[config.mk]
export PLATFORM = sky130hd
export DESIGN_NAME = pic_prio_core
export DESIGN_NICKNAME = d
export VERILOG_FILES = /design/src/rtl/pic_pkg.sv /design/src/rtl/pic_prio_resolver.sv /design/src/rtl/pic_prio_core.sv
export SDC_FILE = /design/constraint.sdc
export NUM_CORES = 1
export LEC_CHECK = 0
export CORE_ASPECT_RATIO = 1.1
export CORE_UTILIZATION = 50
export CTS_CLUSTER_SIZE = 10
export DETAILED_ROUTE_END_ITERATION = 16
export PLACE_DENSITY = 0.76
export SETUP_SLACK_MARGIN = 0.4
export SYNTH_ARGS = -nofsm -noshare
export SYNTH_HDL_FRONTEND = slang
export SYNTH_SLANG_ARGS = --single-unit
[constraint.sdc]
create_clock -name clk -period 15 [get_ports clk]
set_clock_uncertainty 0.1 [all_clocks]
set_input_delay 1.5 -clock clk [delete_from_list [all_inputs] [get_ports clk]]
set_output_delay 1.5 -clock clk [all_outputs]
set_load 0.005 [all_outputs]
[src/rtl/pic_pkg.sv]
// Shared types and helpers for the priority-interrupt core.
package pic_pkg;

    localparam int VEC_W = 8;

    typedef enum logic [1:0] {
        ST_IDLE,
        ST_ACK1,
        ST_ACK2
    } pic_state_t;

    // Rank 0 is the highest priority: the channel just after lowest_ptr.
    function automatic int prio_rank(input int id, input int lowest_ptr, input int n);
        return (id - lowest_ptr - 1) & (n - 1);
    endfunction

endpackage

[src/rtl/pic_prio_resolver.sv]
// Rotating-priority encoder: finds the first set request after lowest_ptr.
module pic_prio_resolver #(
    parameter  int N_IRQ = 8,
    localparam int ID_W  = $clog2(N_IRQ)
) (
    input  logic [N_IRQ-1:0] req,
    input  logic [ID_W-1:0]  lowest_ptr,
    output logic [ID_W-1:0]  id,
    output logic             valid
);

    logic [ID_W-1:0] idx;

    // Scan from the lowest priority upward so the last hit is the highest priority.
    always_comb begin
        id    = '0;
        valid = 1'b0;
        idx   = '0;
        for (int k = N_IRQ; k >= 1; k--) begin
            idx = lowest_ptr + ID_W'(k);
            if (req[idx]) begin
                id    = idx;
                valid = 1'b1;
            end
        end
    end

endmodule

[src/rtl/pic_prio_core.sv]
// Priority-interrupt core: IRR/ISR/IMR, rotating priority and two-pulse acknowledge.
module pic_prio_core
    import pic_pkg::*;
#(
    parameter  int N_IRQ = 8,
    localparam int ID_W  = $clog2(N_IRQ)
) (
    input  logic                 clk,
    input  logic                 reset,
    input  logic [N_IRQ-1:0]     irq,
    input  logic [N_IRQ-1:0]     level_mode,
    input  logic                 rotate_en,
    input  logic                 auto_eoi,
    input  logic                 imr_we,
    input  logic [N_IRQ-1:0]     imr_wdata,
    input  logic [VEC_W-ID_W-1:0] vec_base,
    input  logic                 eoi,
    input  logic                 inta,
    output logic                 int_out,
    output logic [VEC_W-1:0]     vector,
    output logic                 vector_valid,
    output logic [N_IRQ-1:0]     irr,
    output logic [N_IRQ-1:0]     isr,
    output logic [N_IRQ-1:0]     imr
);

    pic_state_t       state;
    logic [N_IRQ-1:0] irq_q;
    logic [N_IRQ-1:0] pend;
    logic [N_IRQ-1:0] set_vec;
    logic [N_IRQ-1:0] irr_clr;
    logic [N_IRQ-1:0] irr_n;
    logic [N_IRQ-1:0] isr_n;
    logic [ID_W-1:0]  lowest_ptr;
    logic [ID_W-1:0]  ptr_n;
    logic [ID_W-1:0]  win_id;
    logic [ID_W-1:0]  isr_id;
    logic [ID_W-1:0]  ack_id;
    logic             win_valid;
    logic             isr_valid;
    logic             valid_winner;
    logic             spurious;

    assign pend = irr & ~imr;

    pic_prio_resolver #(.N_IRQ(N_IRQ)) u_req_res (
        .req        (pend),
        .lowest_ptr (lowest_ptr),
        .id         (win_id),
        .valid      (win_valid)
    );

    pic_prio_resolver #(.N_IRQ(N_IRQ)) u_isr_res (
        .req        (isr),
        .lowest_ptr (lowest_ptr),
        .id         (isr_id),
        .valid      (isr_valid)
    );

    always_comb begin
        valid_winner = win_valid;
        if (win_valid && isr_valid)
            valid_winner = prio_rank(int'(win_id), int'(lowest_ptr), N_IRQ)
                         < prio_rank(int'(isr_id), int'(lowest_ptr), N_IRQ);
    end

    // EOI clear is applied before the acknowledge set; a new request beats an ack clear.
    always_comb begin
        isr_n   = isr;
        ptr_n   = lowest_ptr;
        irr_clr = '0;
        if (eoi && isr_valid) begin
            isr_n[isr_id] = 1'b0;
            if (rotate_en)
                ptr_n = isr_id;
        end
        if (state == ST_IDLE && inta && valid_winner) begin
            isr_n[win_id]   = 1'b1;
            irr_clr[win_id] = 1'b1;
        end
        if (state == ST_ACK1 && inta && auto_eoi && !spurious) begin
            isr_n[ack_id] = 1'b0;
            if (rotate_en)
                ptr_n = ack_id;
        end
        set_vec = irq & (level_mode | ~irq_q);
        irr_n   = (irr & ~level_mode & ~irr_clr) | set_vec;
    end

    always_ff @(posedge clk or posedge reset) begin
        if (reset) begin
            state        <= ST_IDLE;
            irq_q        <= '0;
            irr          <= '0;
            isr          <= '0;
            imr          <= '0;
            lowest_ptr   <= ID_W'(N_IRQ - 1);
            ack_id       <= '0;
            spurious     <= 1'b0;
            int_out      <= 1'b0;
            vector       <= '0;
            vector_valid <= 1'b0;
        end else begin
            irq_q        <= irq;
            irr          <= irr_n;
            isr          <= isr_n;
            lowest_ptr   <= ptr_n;
            if (imr_we)
                imr <= imr_wdata;
            vector_valid <= 1'b0;
            int_out      <= 1'b0;
            case (state)
                ST_IDLE: begin
                    if (inta) begin
                        state    <= ST_ACK1;
                        ack_id   <= valid_winner ? win_id : ID_W'(N_IRQ - 1);
                        spurious <= !valid_winner;
                    end else begin
                        int_out  <= valid_winner;
                    end
                end
                ST_ACK1: begin
                    if (inta) begin
                        state        <= ST_ACK2;
                        vector       <= {vec_base, ack_id};
                        vector_valid <= 1'b1;
                    end
                end
                ST_ACK2: state <= ST_IDLE;
                default: state <= ST_IDLE;
            endcase
        end
    end

endmodule

==> flow_metrics.tcl <==
set metrics [dict create \
    setup_tns_ns 0 \
    cts.sinks 51 \
    cp_slowest_cell "ha_1" \
    setup_viol 0 \
    nets 524 \
    hold_class "reg -> reg" \
    drt-total-wl_um 11400 \
    relSlewSlack_pct 30.6 \
    grt_pass1_vias 3792 \
    synth_cells 422 \
    gp_congestion 0.927 \
    dr.pass1.iters 6 \
    die-area_sq_mm 0.00858 \
    grt_use_met3_pct 3.99 \
    hold_depth 1 \
    cp-start-kind "flop" \
    crit_path_max_incr_delay_ns 1.04 \
    fin_crit_sh_pct 48.7 \
    crit_family "adder cells" \
    netlist-cell-type-count 72 \
    cp-end-kind "flop" \
    cts_tree "yes" \
    postCtsHoldBufs 0 \
    r2r-end "irr[1]" \
    clock_latency_ns 0.32 \
    arrival_ns 7.41 \
    post-synth-top-area-cell "dfrtp_1" \
    fmax_ghz 0.137 \
    synth_top_area_share_pct 29.3 \
    syn_to_final_growth_pct 20.5 \
    die_x_um 88.4 \
    grt_use_met1_pct 40.2 \
    vias_per_cell 6.38 \
    synth_most_common_cell "dfrtp_1" \
    ys_seq_area_share_pct 31.2 \
    antenna_found_initial 0 \
    busiest_layer "met2" \
    grtUsageTotal_pct 29.0 \
    coreArea_sq_mm 0.00796 \
    root_buffer "clkbuf_8" \
    critPathKind "reg -> reg" \
    post_cts_buffers 0 \
    reg2reg_setup_slack_ns 7.69 \
    use_met2_pct 45.4 \
    io_buffers 69 \
    required_ns 15.11 \
    drtIter0Drc 373 \
    cts_resized 0 \
    clk_pin_slew_ns 0.10 \
    grt_max_degree 52 \
    fin_crit_ns 7.31 \
    vias 3757 \
    grt_overflow 0 \
    synth-edff-count 0 \
    hold-path-endpoint "state[0]" \
    yosys_register_bits 51 \
    synth_area_leaders "dfrtp_1, mux4_2, mux2_2" \
    maxCapViolCount 0 \
    clockBufferDepth 2 \
    crit_chain "clkinv_1 -> ha_1 -> mux4_2 -> mux2_2 -> o21bai_1 -> a2111oi_0 -> a311o_1 -> inv_2 -> ha_1 -> fa_1 -> xnor2_1 -> xnor2_1 -> ha_1 -> nor2b_1 -> o21a_1 -> a2111oi_4 -> nand3_1 -> or3_1 -> a32o_1" \
    syn_nets 466 \
    hold_violations 0 \
    drc 0 \
    status "complete, no violations" \
    die_height_um 97.1 \
    ys.warnings.count 0 \
    async_flop_share_pct 100 \
    synthTopCellsByCount "dfrtp_1, nand2_1, nor2_1, mux2_2, mux4_2" \
    place_hpwl_um 8640 \
    start_util_pct 51.6 \
    rsz0062_at_grt "no" \
    antennaDiodeCount 0 \
    wl_per_cell_um 19.4 \
    synthFlopType "dfrtp_1" \
    pin_count 70 \
    min_from "state[1]" \
    grt_pass1_wl_um 19400 \
    path_max_fanout 23 \
    drive_above_1_share_pct 15.0 \
    antenna_left 0 \
    path_buf_inv 2 \
    worst_pin_slew_ns 1.04 \
    cts_made_buffers 5 \
    syn_area_sq_mm 0.00411 \
    reg2reg_depth 19 \
    syn_avg_cell_area_sq_um 9.73 \
    row_count 34 \
    maxSlewViolCount 0 \
    crit_top_cell "ha_1" \
    htreeDepth 2 \
]
[metrics by stage]
stage | std cells | hold slack (ns) | util (%) | instance area (sq um) | setup WS (ns)
2_1_floorplan | 422 | 0.315 | - | 4110 | 9.37
3_5_place_dp | 581 | 0.342 | 61.0 | 4850 | 7.77
3_3_place_gp | 581 | 0.329 | 61.0 | 4850 | 7.99
5_1_grt | 589 | 0.372 | 62.2 | 4950 | 7.22
6_report | 589 | 0.362 | 62.2 | 4950 | 7.69
4_1_cts | 589 | 0.356 | 62.2 | 4950 | 7.75
[cell families after synthesis]
group                      synth area share (%)
and+or+nand+nor                            18.3
AOI/OAI and AO/OA                          19.6
muxes                                      21.8
DFF                                        31.2
buffers and inverters                      3.90
xor gates and xnor gates                   2.50
adders and majority gates                  2.80
[how the worst max path moves through the flow]
stage	end	depth (start not counted)	slack, ns	start
after detailed placement	irr[1]	19	7.77	flop
final	irr[1]	19	7.69	flop
after global routing	irr[1]	19	7.22	flop
after global placement	irr[1]	19	7.99	flop
after floorplan	irr[1]	21	9.37	flop
after CTS	irr[1]	19	7.75	flop
[cells in the final DEF (no fill, tap or decap), types with 5 or more instances in the layout]
| cell type | count |
|---|---|
| nor2b_1 | 7 |
| o221ai_1 | 5 |
| a21oi_1 | 15 |
| mux2i_1 | 15 |
| o211ai_1 | 5 |
| clkdlybuf4s50_1 | 69 |
| ha_1 | 6 |
| nand2b_1 | 18 |
| nand2_1 | 45 |
| nand3b_1 | 6 |
| clkbuf_8 | 5 |
| dfrtp_1 | 48 |
| o21a_1 | 5 |
| a221oi_1 | 5 |
| nand3_1 | 15 |
| o21ai_0 | 20 |
| inv_1 | 13 |
| mux4_2 | 22 |
| xnor2_1 | 7 |
| mux2_2 | 22 |
| nor3_1 | 8 |
| nor2_1 | 23 |
[sequential cells by signal, summed over array words and instances, names as in the netlist, named ones only]
name and count:
vector 8, spurious 1, imr 8, state 2, isr 8, vector_valid 1, irr 8, int_out 1
irq_q 8, ack_id 3
[metal layers]
layer / routed length [um] / part of all wire, %
met1: 4840 / 42
met2: 5640 / 49
met3: 545 / 4.8
met4: 411 / 3.6
met5: 0 / 0
[final cells by class]
cell class	instances	area [sq um]
clock buffers	5	68.8
inverters	20	75.1
fillers	703	3010
well taps	108	135
multi-input cells	332	2670
flip-flops and latches	51	1280
clock inverters	3	23.8
repair buffers	70	698
Power is left out: the tool's default activity adds up to more than one toggle a clock period on the data nets, which glitch-free logic cannot reach.
